`src/rtl/ram_arbiter_2h.sv`:
```
// Two-host arbiter (instruction fetch + data load/store) in front of a single-port RAM.
// Grants are combinational; each response is routed back to the host granted on the previous cycle.
module ram_arbiter_2h #(
  parameter int unsigned ArbMode     = 0,
  parameter int unsigned StarveLimit = 4
) (
  input  logic        clk_i,
  input  logic        rst_i,

  input  logic        instr_req_i,
  input  logic [31:0] instr_addr_i,
  output logic        instr_gnt_o,
  output logic        instr_rvalid_o,
  output logic [31:0] instr_rdata_o,

  input  logic        data_req_i,
  input  logic        data_we_i,
  input  logic [3:0]  data_be_i,
  input  logic [31:0] data_addr_i,
  input  logic [31:0] data_wdata_i,
  output logic        data_gnt_o,
  output logic        data_rvalid_o,
  output logic [31:0] data_rdata_o,

  output logic        ram_req_o,
  output logic        ram_we_o,
  output logic [3:0]  ram_be_o,
  output logic [31:0] ram_addr_o,
  output logic [31:0] ram_wdata_o,
  input  logic        ram_rvalid_i,
  input  logic [31:0] ram_rdata_i
);

  typedef enum logic [1:0] {
    OWN_NONE  = 2'd0,
    OWN_INSTR = 2'd1,
    OWN_DATA  = 2'd2
  } owner_e;

  localparam logic       HostInstr = 1'b0;
  localparam logic       HostData  = 1'b1;
  localparam logic [7:0] StarveMax = 8'(StarveLimit);

  logic       last_q;
  logic [7:0] starve_cnt_q;
  logic [7:0] starve_cnt_d;
  owner_e     owner_q;
  owner_e     owner_d;
  logic       instr_wins;
  logic       gnt_instr;
  logic       gnt_data;

  // Conflict resolution only matters when both hosts request in the same cycle.
  always_comb begin
    if (ArbMode == 0) begin
      instr_wins = (last_q == HostData);
    end else begin
      instr_wins = (starve_cnt_q == StarveMax);
    end
  end

  assign gnt_instr = ~rst_i & instr_req_i & (~data_req_i | instr_wins);
  assign gnt_data  = ~rst_i & data_req_i & ~gnt_instr;

  assign instr_gnt_o = gnt_instr;
  assign data_gnt_o  = gnt_data;
  assign ram_req_o   = gnt_instr | gnt_data;

  always_comb begin
    ram_we_o    = 1'b0;
    ram_be_o    = 4'h0;
    ram_addr_o  = 32'h0;
    ram_wdata_o = 32'h0;
    if (gnt_data) begin
      ram_we_o    = data_we_i;
      ram_be_o    = data_be_i;
      ram_addr_o  = data_addr_i;
      ram_wdata_o = data_wdata_i;
    end else if (gnt_instr) begin
      ram_be_o    = 4'hF;
      ram_addr_o  = instr_addr_i;
    end
  end

  // Count consecutive denied instr cycles; any break in the request clears it.
  always_comb begin
    starve_cnt_d = 8'd0;
    if ((ArbMode != 0) && instr_req_i && !gnt_instr) begin
      starve_cnt_d = (starve_cnt_q == StarveMax) ? starve_cnt_q : starve_cnt_q + 8'd1;
    end
  end

  always_comb begin
    owner_d = OWN_NONE;
    if (gnt_instr) begin
      owner_d = OWN_INSTR;
    end else if (gnt_data) begin
      owner_d = OWN_DATA;
    end
  end

  always_ff @(posedge clk_i or posedge rst_i) begin
    if (rst_i) begin
      last_q       <= HostInstr;
      starve_cnt_q <= 8'd0;
      owner_q      <= OWN_NONE;
    end else begin
      if (gnt_instr || gnt_data) begin
        last_q <= gnt_data ? HostData : HostInstr;
      end
      starve_cnt_q <= starve_cnt_d;
      owner_q      <= owner_d;
    end
  end

  // A response with no recorded owner (e.g. its grant was cut off by reset) is dropped.
  assign instr_rvalid_o = ~rst_i & ram_rvalid_i & (owner_q == OWN_INSTR);
  assign data_rvalid_o  = ~rst_i & ram_rvalid_i & (owner_q == OWN_DATA);
  assign instr_rdata_o  = (owner_q == OWN_INSTR) ? ram_rdata_i : 32'h0;
  assign data_rdata_o   = (owner_q == OWN_DATA)  ? ram_rdata_i : 32'h0;

endmodule

```
`config.mk`:
```
export PLATFORM = sky130hd
export DESIGN_NAME = ram_arbiter_2h
export DESIGN_NICKNAME = d
export VERILOG_FILES = /design/src/rtl/ram_arbiter_2h.sv
export SDC_FILE = /design/constraint.sdc
export NUM_CORES = 1
export LEC_CHECK = 0
export BUFFER_PORTS_ARGS = -buffer_cell sky130_fd_sc_hd__clkbuf_2
export CAP_MARGIN = 20
export CORE_AREA = 5 5 103 105
export DETAILED_ROUTE_END_ITERATION = 12
export DIE_AREA = 0 0 108 110
export GPL_TIMING_DRIVEN = 0
export PLACE_DENSITY = 0.64
export SLEW_MARGIN = 15
export SYNTH_ARGS = -nofsm -noshare
export SYNTH_HDL_FRONTEND = slang
export SYNTH_SLANG_ARGS = --single-unit
export TNS_END_PERCENT = 5
```
`constraint.sdc`:
```
create_clock -name clk_i -period 2 [get_ports clk_i]
set_input_delay 0.1 -clock clk_i [delete_from_list [all_inputs] [get_ports clk_i]]
set_output_delay 0.1 -clock clk_i [all_outputs]
set_load 0.005 [all_outputs]
```
==> run summary <==
### Clock network
• 3 — Clock Sinks
• 2 — worst-case clock buffer depth
• 0 — buffers inserted during post-CTS setup optimization
• clkbuf_8 — clock root buffer
• 1 — CTS H-tree lvls
• 3 — CTS buffer count
• built — TritonCTS clock tree
• 0.22 ns — latest clock arrival within the worst-skew pair
• 0.04 ns — CTS clk-pin slew, worst paths

### Route
• met4 — max layer used
• 3220 um — met1 layer wirelength in the final routing
• 0 — number of nets with antenna violations after routing
• 860 um — met3 WL
• 4470 um — detailed-routed wire length on met2
• 13.8 um — DR WL/cell
• 0 — detailed-route DRC error count
• 4.12 — drt via density
• 8630 um — Final Routed Wirelength
• 2569 — total via count in the routed design
• 121 — violation count after the first detailed-route iteration
• 4 — number of search-and-repair iterations in the first detailed-routing pass

### Die
• 9550 sq um — area of the core
• 110 um — Die Y-Extent
• 108 um — die width
• 276 — total I/O pin count
• 11900 sq um — overall die area
• 36 — Rows
• 15.1% — Starting Density

### Min path
• data_req_i — hold path startpoint
• input port to flip-flop — Worst Hold Class

### STA
• 69.9% — relative max-transition margin
• 1.86 ns — final worst path period need
• 0 — Final Hold Vio Count
• 93.2% — share of the clock period used by the worst path
• 0 ns — setup TNS
• 0 — Final Setup Violations
• no — unrepaired setup endpoints after global routing
• 0.451 ns — transition time of the tightest slew-check pin
• 537 MHz — maximum achievable frequency
• 0.00977 ns — Max Clock Skew
• 0 — final slew viol count

### Setup path
• 11 — maximum fanout along the worst path
• 1.76 ns — Critical Path AT
• instr_wins — beginning of the worst register-to-register path
• input port to output pin — critical setup path kind
• input port — startpoint kind of the worst setup timing path
• 1.90 ns — data required time at the worst endpoint
• output pin — category of the worst setup path capture point
• rst_i — launching instance or port of the critical path

### Synthesis
• 68 x and2_1, 35 x nor2_1, 32 x a32oi_1 — synth cell count leaders
• and2_1 — dominant cell by count in the synthesized netlist
• 351 — synthesized netlist net count
• dfrtp_1 — most frequently used flop master after synthesis
• 213 — count of mapped cells out of synthesis
• 100% — ys async rst share
• 29.5% — portion of synthesized cell area occupied by the leading cell type
• 5.21% — proportion of synthesized chip area in sequential cells
• and2_1 — largest area contributor in the netlist
• and2_1 30%, a32oi_1 19%, and2_4 18% — synth top area cells
• 1440 sq um — combined area of all synthesized cells
• 3 — synthesized flop and latch total
• 6.76 sq um — per-instance average area after synthesis
• 0 — Post-synth EDFFs
• 0 — Syn. warnings
• 18 — Distinct cells, synth

### Global route
• 12.7% — GR Util All Layers
• 12 — largest net degree at the start of global routing
• 2528 — vias in the first global route
• 0 — total gr overflow
• 0 — antenna violations before repair
• 12100 um — wire length of the first global-routing pass

### Finish
• 630 — Nets
• 1065 — fill cell total of the finished layout
• 65.4% — fraction of layout cells with a size suffix above 1
• 0 — n_diodes
• 1200 sq um — area taken by multi-input logic gates
• 110% — Area growth, synth to finish
• 75.1 sq um — area used by sequential logic in the layout

### Power
• 291 nW/um^2 — power density over cell area
• 0.108 mV — IR drop worst, VDD
• 1.83 nW — leakage dissipation
• 0.882 mW — Overall Power

### Run status
• finished clean — result of the run

### Placed design
• 0.719 — routability-driven placement congestion ratio
• 7910 um — detailed placer's ending HPWL
• 273 — input/output buffers

### Flow run
• 0 — count of max-cap constraint violations

-- stage by stage --
| step | hold slack, ns | utilization, % | area (sq um) | cells | worst slack (ns) |
|---|---|---|---|---|---|
| floorplan | -0.111 | - | 1440 | 213 | 0.828 |
| global placement | 0.0623 | 31.1 | 2970 | 619 | 0.598 |
| detailed placement | 0.0709 | 31.1 | 2970 | 619 | 0.582 |
| CTS | 0.227 | 31.7 | 3030 | 624 | 0.0710 |
| global route | 0.235 | 31.7 | 3030 | 624 | 0.0258 |
| finish | 0.231 | 31.7 | 3030 | 624 | 0.137 |
-- state kept, by name (all words and copies together) (netlist names) --
signal	count
instr_wins	1
owner_q	2
-- timing repair --
action                     in CTS  in global routing
setup endpoints to repair       0                 10
gates resized for setup         0                  2
hold buffers                    1                  0
hold endpoints to repair        3                  0
-- worst paths after layout --
kind                                    to  slack (ns)  cells after the start
max                        ram_wdata_o[27]        0.14                      8
min                             instr_wins        0.23                      3
max reg2reg                     owner_q[0]        0.80                      4
min reg2reg                     instr_wins        0.54                      1
max in group asynchronous       owner_q[0]        1.39                      3
min in group asynchronous       instr_wins        0.39                      3
-- cells by family (layout without fill, tap and decap cells) --
| family | after synthesis | count (layout) | synth area share, % |
|---|---|---|---|
| AND/OR/NAND/NOR | 144 | 144 | 60.8 |
| flip-flops | 3 | 3 | 5.21 |
| AO/OA/AOI/OAI | 39 | 39 | 22.4 |
| buffers and inverters | 27 | 305 | 11.6 |
-- area by class of cell --
cell class,count,share of cell area [%]
timing repair buffer,274,45.4
clock buffer,4,1.49
inverter,1,0.124
sequential,3,2.48
tap,133,5.49
multi-input combinational,183,39.6
buffer,26,5.41
-- worst max-delay path: stages --
cell           delay, ns
dlygate4sd3_1       0.54
clkbuf_2            0.14
inv_1               0.22
and3_4              0.24
buf_6               0.12
buf_6               0.14
and2_4              0.14
clkbuf_2            0.13
-- report_power, final --
group          switching, mW  internal [mW]  total (mW)
Sequential           0.00626         0.0678      0.0740
Clock                 0.0454          0.136       0.182
Combinational          0.292          0.334       0.626
-- layout by cell type (no fill, tap or decap), drive strengths merged --
master	instances
inv	1
a21oi	5
a32oi	32
clkbuf	290
buf	13
a31oi	1
nor2	35
dlygate4sd3	1
nand2	6
nor2b	2
and2	97
dfrtp	3
nand2b	1
and3	3
a21boi	1
-- layer usage --
layer  vias to the layer above  GRT usage [%]
li1                       1280              -
met1                      1136           14.2
met2                       149           23.9
met3                         4           3.49
met4                         0           3.07
met5                         -              0
(Power assumes the default switching activity.)
